--- src/rtl/pixel_write_master.sv ---
// Avalon-MM write master: stores RGB565 fragments into the back buffer and performs full-buffer clears.
// Optional macro BOUNDS_CHECK_EN discards off-screen fragments and counts them in dropped_count.
module pixel_write_master #(
    parameter int H_RESOLUTION = 256,
    parameter int V_RESOLUTION = 192
) (
    input  logic        clock,
    input  logic        reset_n,
    input  logic [31:0] buffer_base,
    input  logic        clear_start,
    input  logic [15:0] clear_color,
    output logic        busy,
    output logic        done,
    input  logic        frag_valid,
    output logic        frag_ready,
    input  logic [15:0] frag_x,
    input  logic [15:0] frag_y,
    input  logic [15:0] frag_color,
    output logic [31:0] m_address,
    output logic [31:0] m_writedata,
    output logic [3:0]  m_byteenable,
    output logic        m_write,
    input  logic        m_waitrequest,
    output logic [15:0] dropped_count
);

    localparam logic [31:0] H_RES     = 32'(H_RESOLUTION);
    localparam logic [31:0] LAST_WORD = 32'((H_RESOLUTION * V_RESOLUTION) / 2 - 1);

    typedef enum logic [1:0] {IDLE, STREAM, CLEAR} state_t;

    state_t      state, state_d;
    logic        m_write_d, done_d;
    logic [31:0] m_address_d, m_writedata_d;
    logic [3:0]  m_byteenable_d;
    logic [31:0] word_cnt, word_cnt_d;

    logic [31:0] pix, byte_addr;
    logic        clear_go, slot_free, accept, oob;

    assign pix       = 32'(frag_y) * H_RES + 32'(frag_x);
    assign byte_addr = buffer_base + (pix << 1);

    // A clear only starts from a fully quiet master and beats a same-cycle fragment.
    assign clear_go   = clear_start && (state == IDLE) && !m_write;
    assign slot_free  = !m_write || !m_waitrequest;
    assign frag_ready = (state != CLEAR) && slot_free && !clear_go;
    assign accept     = frag_valid && frag_ready;
    assign busy       = (state != IDLE) || m_write;

`ifdef BOUNDS_CHECK_EN
    logic [15:0] dropped_q;

    assign oob = (32'(frag_x) >= H_RES) || (32'(frag_y) >= 32'(V_RESOLUTION));

    always_ff @(posedge clock or negedge reset_n) begin
        if (!reset_n) begin
            dropped_q <= '0;
        end else if (accept && oob && (dropped_q != 16'hFFFF)) begin
            dropped_q <= dropped_q + 16'd1;
        end
    end

    assign dropped_count = dropped_q;
`else
    assign oob           = 1'b0;
    assign dropped_count = '0;
`endif

    always_comb begin
        state_d        = state;
        m_write_d      = m_write;
        m_address_d    = m_address;
        m_writedata_d  = m_writedata;
        m_byteenable_d = m_byteenable;
        word_cnt_d     = word_cnt;
        done_d         = 1'b0;
        case (state)
            IDLE, STREAM: begin
                if (clear_go) begin
                    state_d        = CLEAR;
                    m_write_d      = 1'b1;
                    m_address_d    = buffer_base;
                    m_writedata_d  = {clear_color, clear_color};
                    m_byteenable_d = 4'b1111;
                    word_cnt_d     = '0;
                end else begin
                    if (m_write && !m_waitrequest) begin
                        m_write_d = 1'b0;
                        state_d   = IDLE;
                    end
                    if (accept && !oob) begin
                        state_d        = STREAM;
                        m_write_d      = 1'b1;
                        m_address_d    = byte_addr & ~32'd3;
                        m_writedata_d  = {frag_color, frag_color};
                        m_byteenable_d = byte_addr[1] ? 4'b1100 : 4'b0011;
                    end
                end
            end
            CLEAR: begin
                // Colour stays in m_writedata; only the address walks.
                if (!m_waitrequest) begin
                    if (word_cnt == LAST_WORD) begin
                        m_write_d = 1'b0;
                        done_d    = 1'b1;
                        state_d   = IDLE;
                    end else begin
                        word_cnt_d  = word_cnt + 32'd1;
                        m_address_d = m_address + 32'd4;
                    end
                end
            end
            default: state_d = IDLE;
        endcase
    end

    always_ff @(posedge clock or negedge reset_n) begin
        if (!reset_n) begin
            state        <= IDLE;
            m_write      <= 1'b0;
            m_address    <= '0;
            m_writedata  <= '0;
            m_byteenable <= '0;
            word_cnt     <= '0;
            done         <= 1'b0;
        end else begin
            state        <= state_d;
            m_write      <= m_write_d;
            m_address    <= m_address_d;
            m_writedata  <= m_writedata_d;
            m_byteenable <= m_byteenable_d;
            word_cnt     <= word_cnt_d;
            done         <= done_d;
        end
    end

endmodule

--- config.mk ---
export PLATFORM = sky130hd
export DESIGN_NAME = pixel_write_master
export DESIGN_NICKNAME = d
export VERILOG_FILES = /design/src/rtl/pixel_write_master.sv
export SDC_FILE = /design/constraint.sdc
export NUM_CORES = 1
export LEC_CHECK = 0
export CAP_MARGIN = 20
export CORE_ASPECT_RATIO = 1.4
export CORE_MARGIN = 3
export CORE_UTILIZATION = 49
export DETAILED_ROUTE_END_ITERATION = 8
export GPL_ROUTABILITY_DRIVEN = 0
export GPL_TIMING_DRIVEN = 0
export PLACE_DENSITY = 0.82
export SETUP_SLACK_MARGIN = 0.5
export SYNTH_ARGS = -nofsm -noshare
export SYNTH_HDL_FRONTEND = slang
export SYNTH_SLANG_ARGS = --single-unit
export TNS_END_PERCENT = 5
--- constraint.sdc ---
create_clock -name clock -period 3.2 [get_ports clock]
set_input_delay 0.64 -clock clock [delete_from_list [all_inputs] [get_ports clock]]
set_output_delay 0.64 -clock clock [all_outputs]
set_load 0.02 [all_outputs]
==> results.yml <==
outcome:
  status: "complete, but fails checks"
  violations: "negative setup slack"
route:
  vias_per_cell: 5.90
  drc: 0
  first_pass_iters: 6
  drt-total-wl_um: 22600
  wl_per_cell_um: 17.9
  vias: 7439
  dr.first_iter.drc_count: 741
  ant_nets: 0
cts:
  cts_buffers: 9
  cts.clk_slew.worst_paths_ns: 0.06
  cts_sinks: 86
  ctsHoldBuffers: 0
  cts_root_buf: "clkbuf_16"
  clock_latency_ns: 0.34
  h-tree-depth: 3
  cts_tree: "done"
  cts.path.max_buffers: 2
final_layout:
  diodes: 0
  post-route-util_pct: 72.5
  nFillCells: 995
  final_cells: 1260
  drive_gt1_share_pct: 15.1
  final_nets: 1212
  most-common-layout-cells: "clkdlybuf4s50_1 (159), nand2_1 (100), nor2_1 (91)"
  regArea_um2: 2150
  stdcell_area_um2: 9760
  multi_input_area_um2: 4610
  mostFrequentLayoutCell: "clkdlybuf4s50_1"
  area_growth_syn_to_layout_pct: 44.4
yosys:
  yosys_warnings: 0
  synthTopCellsByArea: "dfrtp_1 (32%), ha_1 (6.7%), nand2_1 (5.6%)"
  yosys.area.top_type: "dfrtp_1"
  ys_seq_elements: 86
  syn_area_per_cell_um2: 7.89
  synth.top_cell.area_share_pct: 31.9
  seq_area_frac_synth_pct: 31.9
  synth_edf_count: 0
  synthFlopType: "dfrtp_1"
  synthArstFlopShare_pct: 100
  synth_cells: 856
  yosysUniqueCellTypes: 66
  netlist_area_um2: 6760
timing:
  min_period_ns: 3.91
  relSlewSlack_pct: 31.3
  finClkSkew_ns: 0.00831
  worst_pin_slew_ns: 1.02
  finalSetupViolCount: 16
  setup_slack_ns: -0.707
  rsz0062_at_grt: "yes"
  max_freq_mhz: 256
  hold_viol: 0
  slew_viol_final: 0
  fin_crit_sh_pct: 122
critical_path:
  endpoint_kind: "flop"
  critical_path.cell_chain: "clkdlybuf4s50_1 -> ha_1 -> or3_1 -> o21ai_0 -> a21oi_2 -> buf_4 -> xor2_1 -> ha_1 -> nand3_2 -> nor3_2 -> o211ai_1 -> o211ai_1 -> o21a_1 -> nand2_1 -> mux2i_1 -> a211oi_2"
  r2r_slack_ns: 0.41
  cpLargestDelayFamily: "compound AO/OA/AOI/OAI gates"
  slowest_delay_ns: 0.40
  r2r_start: "m_address[9]$_DFFE_PN0P_"
  slowest_stage: "clkdlybuf4s50_1"
  crit_path_max_fanout: 5
  start_kind: "input pin"
  cp_data_required_time_ns: 3.42
  path_buf_inv: 2
  criticalPathCategory: "in2reg"
  worstPathArrival_ns: 4.13
  crit_start: "frag_x[14]"
placement:
  port_buffers: 172
  dp_slack_ns: -1.65
  place_inst: 1226
  detailed_place_hpwl_um: 16400
  placed_area_um2: 8820
global_routing:
  first_global_vias: 7220
  grt-ovfl-total: 0
  antenna_found_initial: 0
  grt_pass1_wl_um: 35100
  grt_max_degree: 62
  grtUsageTotal_pct: 28.1
floorplan:
  io_pins: 189
  core-area_um2: 13500
  start_util_pct: 50.2
  die_x_um: 105
  rows: 50
  fp.dieH_um: 145
  fp.dieArea_um2: 15300
power_and_ir_drop:
  total_power_w: 0.00744
  p_per_area_nw_per_um2: 762
  ir_drop_mv: 0.458
  leakage_nw: 4.18
hold_path:
  min_path_type: "in2async"
job:
  cap_violations: 0
[Yosys cell counts, drive strengths merged, types with 3 or more instances]
library cell,count
nor2b,6
a31oi,24
dfrtp,86
buf,46
ha,36
clkbuf,25
a221oi,4
o211ai,7
a21oi,66
a211oi,13
o22a,3
mux2i,3
a22oi,3
and3,26
xnor2,21
inv,22
o221ai,5
nand4,15
nor4b,3
xor2,39
nor3,15
nand2b,6
o21ai,64
nand3,45
a21boi,3
a221o,3
o22ai,6
and2,5
a21o,7
or3,6
o21a,4
and4,3
or2,3
nor4,7
nand2,102
nor2,94
[state kept, by name, indices dropped and copies added, names as in the netlist]
register,count
done,1
m_address,32
m_byteenable,2
m_write,1
m_writedata,16
state,2
word_cnt,32
[metrics by stage]
step	setup TNS [ns]	hold WS [ns]
after global placement	-167.68	0.482
final	-6.44	0.209
after CTS	-6.17	0.227
after floorplan	-5.95	0.344
after detailed placement	-25.27	0.508
after global routing	-8.51	0.239
[path summary, 6_finish.rpt]
check,cells after the start,endpoint
min in group clock,1,m_address[1]$_DFFE_PN0P_
hold reg to reg,1,m_address[1]$_DFFE_PN0P_
setup / recovery,16,m_address[23]$_DFFE_PN0P_
max in group asynchronous,2,m_address[23]$_DFFE_PN0P_
setup reg to reg,8,m_address[28]$_DFFE_PN0P_
hold / removal,1,word_cnt[30]$_DFFE_PN0P_
[worst register-to-register path: cells and delay by family (launching register included)]
family	cells	cell delay (ns)
AOI/OAI and AO/OA	3	0.32
DFF	1	0.48
and+or+nand+nor	5	1.85
[power breakdown]
group          total (W)  switching, W  internal [W]
logic            0.00433       0.00242       0.00191
clock network    0.00123      0.000440      0.000786
registers        0.00188      0.000433       0.00145
total            0.00744       0.00330       0.00414
[cells by family (layout without fill, tap and decap cells)]
logic type | after synthesis | in the layout | synth area share (%)
simple gates | 342 | 342 | 24.0
compound gates | 233 | 233 | 21.3
buf+inv | 93 | 300 | 7.24
flops | 86 | 86 | 31.9
xor+xnor | 60 | 60 | 7.78
fa+ha+maj | 38 | 38 | 7.26
mux | 3 | 3 | 0.444
other cells | 1 | 16 | 0.0555
[routing by layer]
metal	global-route usage, %	part of all wire [%]	vias up
met2	51.7	53	393
li1	-	-	3467
met4	12.8	4.8	0
met3	4.36	6.3	102
met1	31.3	36	3477
met5	0	0	-
[layout make-up]
type / count / area share (%)
inverter: 22 / 0.846
multi-input combinational: 692 / 47.3
timing repair buffer: 191 / 19.1
clock inverter: 5 / 1.09
tap: 182 / 2.33
buffer: 71 / 4.76
sequential: 86 / 22.1
clock buffer: 11 / 2.49
[repair_timing]
item                       in CTS  in global routing
resized for setup              87                 50
setup endpoints to repair      35                 48
pin swaps                      40                 28
setup buffers                  15                  3
No activity file was read; power rests on OpenSTA's default activity.
